$ cat src/rtl/pipe_hazard_ctrl.sv
// Pipeline sequencing controller: PC / IF_ID / ID_EX enables and flushes for
// load-use, taken-branch, imem wait and multi-cycle MDU hazards, plus a stall counter.
module pipe_hazard_ctrl #(
  parameter int unsigned MDU_LAT = 4,
  parameter int unsigned CNT_W   = 16
) (
  input  logic             clk,
  input  logic             rst,
  input  logic [4:0]       id_rs,
  input  logic [4:0]       id_rt,
  input  logic             id_uses_rt,
  input  logic             id_mdu_op,
  input  logic             ex_mem_read,
  input  logic [4:0]       ex_rt,
  input  logic             ex_branch_taken,
  input  logic             imem_ready,
  output logic             pc_we,
  output logic             if_id_we,
  output logic             if_id_flush,
  output logic             id_ex_flush,
  output logic             mdu_busy,
  output logic [CNT_W-1:0] stall_cycles
);

  typedef enum logic {RUN, MDU_WAIT} state_t;

  localparam logic [3:0] MDU_LOAD = 4'(MDU_LAT - 1);

  state_t     state, state_nx;
  logic [3:0] mdu_cnt, mdu_cnt_nx;
  logic       lu;

  assign lu = ex_mem_read && (ex_rt != 5'd0) &&
              ((ex_rt == id_rs) || (id_uses_rt && (ex_rt == id_rt)));

  always_comb begin
    pc_we       = 1'b1;
    if_id_we    = 1'b1;
    if_id_flush = 1'b0;
    id_ex_flush = 1'b0;
    mdu_busy    = 1'b0;
    state_nx    = state;
    mdu_cnt_nx  = mdu_cnt;
    case (state)
      RUN: begin
        if (ex_branch_taken) begin
          if_id_flush = 1'b1;
          id_ex_flush = 1'b1;
        end else if (lu) begin
          pc_we       = 1'b0;
          if_id_we    = 1'b0;
          id_ex_flush = 1'b1;
        end else if (id_mdu_op) begin
          pc_we      = 1'b0;
          if_id_we   = 1'b0;
          state_nx   = MDU_WAIT;
          mdu_cnt_nx = MDU_LOAD;
        end else if (!imem_ready) begin
          pc_we       = 1'b0;
          if_id_flush = 1'b1;
        end
      end
      MDU_WAIT: begin
        if (ex_branch_taken) begin
          if_id_flush = 1'b1;
          id_ex_flush = 1'b1;
          state_nx    = RUN;
          mdu_cnt_nx  = '0;
        end else begin
          pc_we       = 1'b0;
          if_id_we    = 1'b0;
          id_ex_flush = 1'b1;
          mdu_busy    = 1'b1;
          if (mdu_cnt == 4'd0) state_nx = RUN;
          else                 mdu_cnt_nx = mdu_cnt - 4'd1;
        end
      end
      default: state_nx = RUN;
    endcase
    // Reset forces the bubble outputs immediately, independent of any clock edge.
    if (rst) begin
      pc_we       = 1'b0;
      if_id_we    = 1'b0;
      if_id_flush = 1'b1;
      id_ex_flush = 1'b1;
      mdu_busy    = 1'b0;
    end
  end

  always_ff @(posedge clk or posedge rst) begin
    if (rst) begin
      state   <= RUN;
      mdu_cnt <= '0;
    end else begin
      state   <= state_nx;
      mdu_cnt <= mdu_cnt_nx;
    end
  end

  always_ff @(posedge clk or posedge rst) begin
    if (rst)
      stall_cycles <= '0;
    else if (!pc_we && (stall_cycles != '1))
      stall_cycles <= stall_cycles + CNT_W'(1);
  end

endmodule

$ cat config.mk
export PLATFORM = sky130hd
export DESIGN_NAME = pipe_hazard_ctrl
export DESIGN_NICKNAME = d
export VERILOG_FILES = /design/src/rtl/pipe_hazard_ctrl.sv
export SDC_FILE = /design/constraint.sdc
export NUM_CORES = 1
export LEC_CHECK = 0
export BUFFER_PORTS_ARGS = -buffer_cell sky130_fd_sc_hd__buf_2
export CORE_UTILIZATION = 50
export DETAILED_ROUTE_END_ITERATION = 8
export GPL_TIMING_DRIVEN = 0
export PLACE_DENSITY = 0.79
export SETUP_SLACK_MARGIN = 0.02
export SYNTH_ARGS = -nofsm -noshare
export SYNTH_HDL_FRONTEND = slang
export SYNTH_SLANG_ARGS = --single-unit
$ cat constraint.sdc
create_clock -name clk -period 1.95 [get_ports clk]
set_clock_uncertainty 0.05 [all_clocks]
set_input_delay 0.0975 -clock clk [delete_from_list [all_inputs] [get_ports clk]]
set_output_delay 0.0975 -clock clk [all_outputs]
set_load 0.02 [all_outputs]
==> impl_metrics.py <==
metrics = {
    "status": {
        "status": "finished clean",
    },
    "placed_design": {
        "io_buffers": 42,
        "place_area_sq_um": 1550,
        "gp_congestion": 0.742,
        "hpwl_mm": 2.17,
    },
    "min_path": {
        "hold_class": "input port to flip-flop",
        "hold_end": "state",
        "hold_start": "id_mdu_op",
        "hold_depth": 3,
    },
    "grt": {
        "grt-ovfl-total": 0,
        "grt_pass1_wl_mm": 4.67,
        "grt_pass1_vias": 1124,
        "grt_use_total_pct": 23.0,
        "grt_max_degree": 22,
        "grt_antenna_before_repair": 0,
    },
    "layout": {
        "fin_area_sq_um": 1690,
        "fin_nets": 211,
        "postLayoutCoreUtil_pct": 68.3,
        "synthToLayoutAreaGrowth_pct": 30.1,
        "mostFrequentLayoutCells": "buf_2, dfrtp_1, xor2_1, nand2_1, xnor2_1",
        "drive_above_1_share_pct": 39.5,
        "final_common_cell": "buf_2",
        "diodes": 0,
    },
    "clocking": {
        "htree_levels": 1,
        "clk_latency_ns": 0.32,
        "numClockSinks": 21,
        "cts_tree": "yes",
        "cts_buffers": 3,
        "clk_path_buf_depth": 2,
        "clkTransAtPathRegs_ns": 0.13,
        "cts_root_buf": "clkbuf_4",
    },
    "drt": {
        "dr.pass1.iters": 6,
        "avgRoutedWirePerCell_um": 14.0,
        "vias": 1213,
        "wl_mm": 3.01,
        "via_per_inst": 5.64,
        "drc": 0,
        "initialDrtViolationCount": 25,
        "ant_nets": 0,
    },
    "pwr": {
        "power_density_nw_per_um2": 1070,
        "p_leak_uw": 0.000766,
        "peakVddDrop_mv": 0.927,
    },
    "synth": {
        "ys_types": 36,
        "synth-async-reset-ratio_pct": 100,
        "seq_area_frac_synth_pct": 40.4,
        "syn_nets": 158,
        "syn_inst": 133,
        "yosysWarnings": 0,
        "netlist_area_sq_um": 1300,
        "synth_edf_count": 0,
        "ys_top_cells_by_area": "dfrtp_1, xor2_1, xnor2_1",
        "yosysTopAreaCell": "dfrtp_1",
        "ys_ff_latch": 21,
        "yosysTopAreaCellShare_pct": 40.4,
        "synth_area_per_cell_sq_um": 9.78,
        "ys.flop_type": "dfrtp_1",
    },
    "die": {
        "die-area_sq_um": 2810,
        "row_count": 18,
        "pin_count": 43,
        "start_util_pct": 52.5,
        "dieWidth_um": 53.0,
        "core_area_sq_um": 2480,
        "die_h_um": 53.0,
    },
    "setup_path": {
        "rrSetupSlack_ns": 0.07,
        "crit_path_top_delay_cell": "dfrtp_1",
        "critPathLaunch": "stall_cycles[0]",
        "slowest_delay_ns": 0.43,
        "arrival_ns": 2.05,
        "r2r_start": "stall_cycles[0]",
        "crit_required_ns": 2.12,
        "r2r-end": "stall_cycles[5]",
        "cp_cell_sequence": "ha_2 > and3_4 > nand3_2 > nor3_4 > buf_4 > nor3_1 > xor2_1",
        "critPathKind": "flip-flop to flip-flop",
        "critPathLaunchType": "flip-flop",
        "path_max_fanout": 5,
        "cp-end-kind": "flip-flop",
        "rr_worst_depth": 7,
    },
    "sta": {
        "hold_ws_ns": 0.131,
        "hold_violations": 0,
        "min_period_ns": 1.88,
        "fin_crit_sh_pct": 96.4,
        "finalMaxSlewViolations": 0,
        "setup_viol": 0,
        "slew_headroom_pct": 35.2,
        "worst-slew-pin-transition_ns": 0.969,
        "clock.fmax_ghz": 0.532,
    },
    "flow_run": {
        "cap_violations": 0,
    },
}
-- critical path: cells and delay by family, from the launching register on --
kind | cells | cell delay, ns
xor gates and xnor gates | 1 | 0.14
adders and majority gates | 1 | 0.21
buffers and inverters | 1 | 0.21
DFF | 1 | 0.43
and+or+nand+nor | 4 | 0.72
-- per-stage QoR --
stage	std cells	setup WS, ns	TNS, ns	power, uW
floorplan	133	0.0483	0	1290
global placement	205	-0.0394	-0.226	1510
detailed placement	205	-0.0594	-0.427	1550
CTS	212	0.0385	0	1790
global route	215	-0.00876	-0.0325	1930
finish	215	0.0705	0	1810
-- power by group --
part           switching [uW]  total, uW  internal [uW]
clock network             150        227           76.9
registers                 188        775            587
logic                     456        813            356
total                     794       1810           1020
-- registers in the layout, summed over array words and instances (netlist names) --
register / flops
mdu_cnt: 4
state: 1
stall_cycles: 16
-- per-layer routing --
metal,routed length [um],GRT usage [%],up-vias,part of all wire [%]
li1,-,-,582,-
met1,1210,26.8,577,40
met2,1620,41.6,50,54
met3,137,2.87,4,4.6
met4,41,10.1,0,1.4
met5,0,0,-,0
-- layout make-up --
type	count	area, sq um
multi-input combinational	104	790
fill	201	785
sequential	21	529
timing repair buffer	48	260
tap	30	37.5
buffer	2	26.3
clock buffer	3	22.5
inverter	6	22.5
clock inverter	1	5.00
-- synthesized netlist by cell type (2+ instances only) --
library cell / n
xnor2_1: 10
a31oi_1: 2
o311ai_0: 3
nor3_2: 2
nor4b_1: 2
xor2_1: 13
dfrtp_1: 21
nor3_1: 6
o2bb2ai_1: 2
nor3b_1: 2
nand3_1: 8
inv_1: 6
o21ba_2: 2
ha_1: 3
nor2_1: 8
nand2_1: 12
o21ai_0: 2
and3_1: 4
or3_1: 2
a21oi_1: 2
o21ai_1: 2
nor4_1: 3
nand4_1: 3
-- what timing repair did --
action                                  CTS  global route
gates cloned                              0             1
endpoints found under the setup margin   11            15
hold buffers                              2             0
endpoints found under the hold margin    22             0
resized for setup                         7            10
pin swaps                                 1             2
setup buffers                             1             2
-- cells by family after synthesis --
| logic type | Yosys count | synth area share [%] |
|---|---|---|
| AOI/OAI and AO/OA | 18 | 11.0 |
| xor gates and xnor gates | 23 | 15.5 |
| adders and majority gates | 3 | 2.88 |
| buffers and inverters | 8 | 3.27 |
| DFF | 21 | 40.4 |
| muxes | 2 | 1.92 |
| and+or+nand+nor | 58 | 25.1 |
-- how the worst max path moves through the flow --
stage	end	slack, ns	cells after the start
global placement	stall_cycles[2]	-0.04	7
global route	stall_cycles[15]	-0.009	7
floorplan	stall_cycles[7]	0.05	7
CTS	stall_cycles[2]	0.04	7
finish	stall_cycles[5]	0.07	7
detailed placement	stall_cycles[7]	-0.06	7
Note: power is estimated with default switching activity, not from simulation.
